`src/rtl/mult_pkg.sv`:
```
// Shared types and constants for the sequential shift-and-add multiplier.
package mult_pkg;

    localparam int unsigned MULT_W    = 8;
    localparam int unsigned PROD_W    = 16;
    localparam logic [3:0]  STEP_LAST = 4'd7;

    typedef enum logic [1:0] {
        IDLE,
        CALC,
        DONE
    } state_t;

endpackage

```
`src/rtl/rca_8bit.sv`:
```
// 8-bit ripple-carry adder; purely combinational.
module rca_8bit (
    input  logic [7:0] a,
    input  logic [7:0] b,
    input  logic       cin,
    output logic [7:0] s,
    output logic       co
);

    logic [8:0] c;

    assign c[0] = cin;

    for (genvar i = 0; i < 8; i++) begin : g_fa
        assign s[i]   = a[i] ^ b[i] ^ c[i];
        assign c[i+1] = (a[i] & b[i]) | (c[i] & (a[i] ^ b[i]));
    end

    assign co = c[8];

endmodule

```
`src/rtl/seq_mult_8bit.sv`:
```
// Sequential 8x8 unsigned shift-and-add multiplier; one operand pair per start,
// product and done pulse 8 cycles after the accept edge.
module seq_mult_8bit
    import mult_pkg::*;
(
    input  logic                clk,
    input  logic                rst,
    input  logic                start,
    input  logic [MULT_W-1:0]   a,
    input  logic [MULT_W-1:0]   b,
    output logic                busy,
    output logic                done,
    output logic [PROD_W-1:0]   p
);

    state_t              state_q, state_d;
    logic [MULT_W-1:0]   mcand_q, mcand_d;
    logic [MULT_W-1:0]   acc_q, acc_d;
    logic [MULT_W-1:0]   mlr_q, mlr_d;
    logic                carry_q, carry_d;
    logic [3:0]          cnt_q, cnt_d;
    logic [PROD_W-1:0]   p_q, p_d;

    logic [MULT_W-1:0]   add_s;
    logic                add_co;

    rca_8bit u_rca (
        .a   (acc_q),
        .b   (mcand_q),
        .cin (1'b0),
        .s   (add_s),
        .co  (add_co)
    );

    always_comb begin
        state_d = state_q;
        mcand_d = mcand_q;
        acc_d   = acc_q;
        mlr_d   = mlr_q;
        carry_d = carry_q;
        cnt_d   = cnt_q;
        p_d     = p_q;

        unique case (state_q)
            IDLE: begin
                if (start) begin
                    mcand_d = a;
                    mlr_d   = b;
                    acc_d   = '0;
                    carry_d = 1'b0;
                    cnt_d   = '0;
                    state_d = CALC;
                end
            end
            CALC: begin
                // The 9-bit sum is shifted right once, so the carry bit always lands in acc.
                if (mlr_q[0]) begin
                    {carry_d, acc_d, mlr_d} = {1'b0, add_co, add_s, mlr_q[MULT_W-1:1]};
                end else begin
                    {carry_d, acc_d, mlr_d} = {1'b0, 1'b0, acc_q, mlr_q[MULT_W-1:1]};
                end
                cnt_d = cnt_q + 4'd1;
                if (cnt_q == STEP_LAST) begin
                    p_d     = {acc_d, mlr_d};
                    state_d = DONE;
                end
            end
            DONE: begin
                state_d = IDLE;
            end
            default: begin
                state_d = IDLE;
            end
        endcase
    end

    always_ff @(posedge clk) begin
        if (rst) begin
            state_q <= IDLE;
            mcand_q <= '0;
            acc_q   <= '0;
            mlr_q   <= '0;
            carry_q <= 1'b0;
            cnt_q   <= '0;
            p_q     <= '0;
        end else begin
            state_q <= state_d;
            mcand_q <= mcand_d;
            acc_q   <= acc_d;
            mlr_q   <= mlr_d;
            carry_q <= carry_d;
            cnt_q   <= cnt_d;
            p_q     <= p_d;
        end
    end

    // Carry is architecturally visible state but never feeds the datapath.
    logic unused_carry;
    assign unused_carry = carry_q;

    assign busy = (state_q != IDLE);
    assign done = (state_q == DONE);
    assign p    = p_q;

endmodule

```
`config.mk`:
```
export PLATFORM = sky130hd
export DESIGN_NAME = seq_mult_8bit
export DESIGN_NICKNAME = d
export VERILOG_FILES = /design/src/rtl/mult_pkg.sv /design/src/rtl/rca_8bit.sv /design/src/rtl/seq_mult_8bit.sv
export SDC_FILE = /design/constraint.sdc
export NUM_CORES = 1
export LEC_CHECK = 0
export CAP_MARGIN = 20
export CORE_ASPECT_RATIO = 1.2
export CORE_MARGIN = 8
export CORE_UTILIZATION = 56
export DETAILED_ROUTE_END_ITERATION = 10
export HOLD_SLACK_MARGIN = 0.03
export PLACE_DENSITY = 0.89
export SETUP_SLACK_MARGIN = 0.5
export SKIP_LAST_GASP = 1
export SYNTH_ARGS = -nofsm -noshare
export SYNTH_HDL_FRONTEND = slang
export SYNTH_SLANG_ARGS = --single-unit
```
`constraint.sdc`:
```
create_clock -name clk -period 6.88 [get_ports clk]
set_input_delay 1.032 -clock clk [delete_from_list [all_inputs] [get_ports clk]]
set_output_delay 1.032 -clock clk [all_outputs]
set_load 0.005 [all_outputs]
```
==> metrics.cfg <==
[outcome]
outcome=finished, final reports clean

[routing]
wire_per_inst_um=14.78
route.met3.wl_um=231
dr.pass1.iters=4
via_count=1869
drt_iter0_markers=246
drc=0
top_layer_used=met4
postRouteAntennaNets=0
vias_per_cell=5.596
wirelength_met1_um=2089
wl_met2_um=2566
finalWirelength_um=4937

[logic_synthesis]
yosys.area_share.simple_pct=20.08
async_reset_ff_share_pct=0
muxShareOfSynthArea_pct=1.492
synth_top_family_by_area=compound AO/OA/AOI/OAI gates
synth_edf_count=0
synth_top_area_share_pct=42.23
ys_dominant_reg_cell=dfxtp_1
netlist_instances=252
synth_compound_area_share_pct=20.65
yosys-top-cells-count=dfxtp_1 (46), a21oi_1 (31), nand2_1 (25), nand3_1 (18), inv_1 (16)
seq_area_frac_synth_pct=42.23
synth_area_sq_mm=0.002181
synth_xor_area_share_pct=0
synth_fa_ha_area_share_pct=7.573
synth-seq-cells=46
yosysMostFrequentCell=dfxtp_1
synth_warnings=0
syn_avg_cell_area_sq_um=8.654
synth_area_leaders=dfxtp_1 (42%), a21oi_1 (7.1%), fa_1 (6.4%)
synth.distinct_cells=37
yosysTopAreaCell=dfxtp_1
synth_fp_nets=280

[clock_network]
clk_path_buf_depth=2
clk_latency_ns=0.30
htree_levels=2
ctsHoldBuffers=0
clock-root-buffer=clkbuf_8
cts_resized=0
cts_tree=yes
post-cts-setup-buffers=0
clock_sinks=46
cts_made_buffers=5
clk_pin_slew_ns=0.09

[sta]
max_freq_mhz=253.6
clock_skew_ns=0.006756
slew_headroom_pct=53.57
finalSetupViolations=0
drv_slew=0
fin_crit_sh_pct=57.32
hold_violations=0
worstMarginPinSlew_ns=0.6943
min_period_ns=3.944
setup-tns-final_ns=0
rsz0062_at_grt=false

[layout]
diodes=0
multi_input_area_sq_mm=0.001086
drive_gt1_share_pct=7.857
nets=307
fill_cells=312
post_layout_nonfiller_instances=334
seq_area_sq_um=920.9
syn_to_final_growth_pct=22.49

[hold_path]
whs_endpoint=mcand_q[6]
hold_depth=2
hold_start=mcand_q[6]
hp-class=flop to flop

[worst_setup_path]
ff2ff_setup_slack_ns=2.94
rr_endpoint=p[14]
cp.required_ns=7.07
endpoint_kind=flop
worst-path-max-fanout=3
r2r_cells=13
start_kind=flop
crit_arrival_ns=4.13
regToRegStartpoint=acc_q[0]
worstSetupPathType=flop to flop

[global_routing]
grt_max_degree=35
grt_pass1_wl_um=8052
grt_util_all_layers_pct=16.22
grt_pass1_vias=1787
overflow=0
antenna_found_initial=0

[placed_design]
place_hpwl_um=3276
io_buffers=36
dp_cells=326
gp_congestion=0.8064

[die]
core_area_sq_mm=0.003847
initial_utilization_pct=56.68
fp.dieW_um=72.97
rows=25
io_pins=37
die_h_um=84.36
dieArea_sq_mm=0.006155

[pwr]
power.density_mw_per_mm2=220.5
finalPower_mw=0.5889
p_leak_nw=0.9248
peakVddDrop_mv=0.1407

[run]
cap_violations=0

-- sequential cells by signal, indices dropped and copies added (netlist names) --
signal / cells
p: 16
mlr_q: 8
cnt_q: 4
acc_q: 8
state_q: 2
mcand_q: 8
-- stage by stage --
stage | instance area, sq um | setup WS (ns) | util [%] | hold WS, ns
finish | 2671 | 2.936 | 69.43 | 0.4594
detailed placement | 2529 | 2.963 | 65.72 | 0.4499
CTS | 2671 | 2.940 | 69.43 | 0.4612
floorplan | 2181 | 3.124 | - | 0.4363
global route | 2671 | 2.721 | 69.43 | 0.4829
global placement | 2529 | 3.039 | 65.72 | 0.4454
-- layout make-up --
type	instances	area share (%)
Multi-Input combinational cell	169	40.66
Timing Repair Buffer	40	14.61
Clock buffer	6	3.091
Clock inverter	2	2.248
Inverter	17	2.389
Tap cell	54	2.529
Sequential cell	46	34.47
-- layout by cell type (no fill, tap or decap), drive strengths merged --
master,synthesis,final
o221ai,5,5
a21oi,31,31
dfxtp,46,46
mux2,2,2
clkinv,1,1
o211ai,6,6
bufinv,0,2
inv,16,16
ha,2,2
nand3,18,18
clkbuf,5,6
or3b,1,1
nand2b,1,1
mux2i,1,1
or2,1,1
nor3b,2,2
nor2,14,14
a211o,1,1
nor2b,15,15
a31oi,1,1
clkdlybuf4s50,0,36
fa,7,7
o221a,2,2
o2111ai,6,6
nand4,1,1
a222oi,1,1
o21ba,1,1
and3,1,1
nand3b,3,3
nor3,5,5
and3b,1,1
buf,15,4
o21ai,14,14
nand2,25,25
o21bai,1,1
-- worst max-delay path: stages, from the launching register on --
cell     delay, ns
dfxtp_1       0.37
ha_1          0.16
inv_1         0.05
fa_1          0.37
fa_1          0.39
fa_1          0.38
fa_1          0.39
fa_1          0.39
fa_1          0.37
inv_1         0.07
fa_1          0.40
mux2_2        0.28
nor3_1        0.14
nor3_1        0.06
-- worst max-delay path by stage --
stage / slack [ns] / start / endpoint
final: 2.94 / acc_q[0] / p[14]
after global routing: 2.72 / acc_q[0] / p[14]
after CTS: 2.94 / acc_q[0] / p[14]
after detailed placement: 2.96 / acc_q[0] / p[14]
after global placement: 3.04 / acc_q[0] / p[14]
after floorplan: 3.12 / acc_q[0] / p[14]
-- report_power, final --
part	total, mW	switching, mW	internal [mW]
Combinational	0.0578	0.0315	0.0262
Clock	0.246	0.0913	0.155
Sequential	0.285	0.0101	0.275
-- routing by layer --
layer,vias up,track usage [%]
met4,0,6.569
met1,891,18.38
met5,-,0
met3,5,3.456
li1,921,-
met2,52,28.22
-- kinds of logic after synthesis --
group,Yosys count
compound gates,69
mux,3
buf+inv,37
fa+ha+maj,9
flops,46
simple gates,88
(Power assumes the default switching activity.)
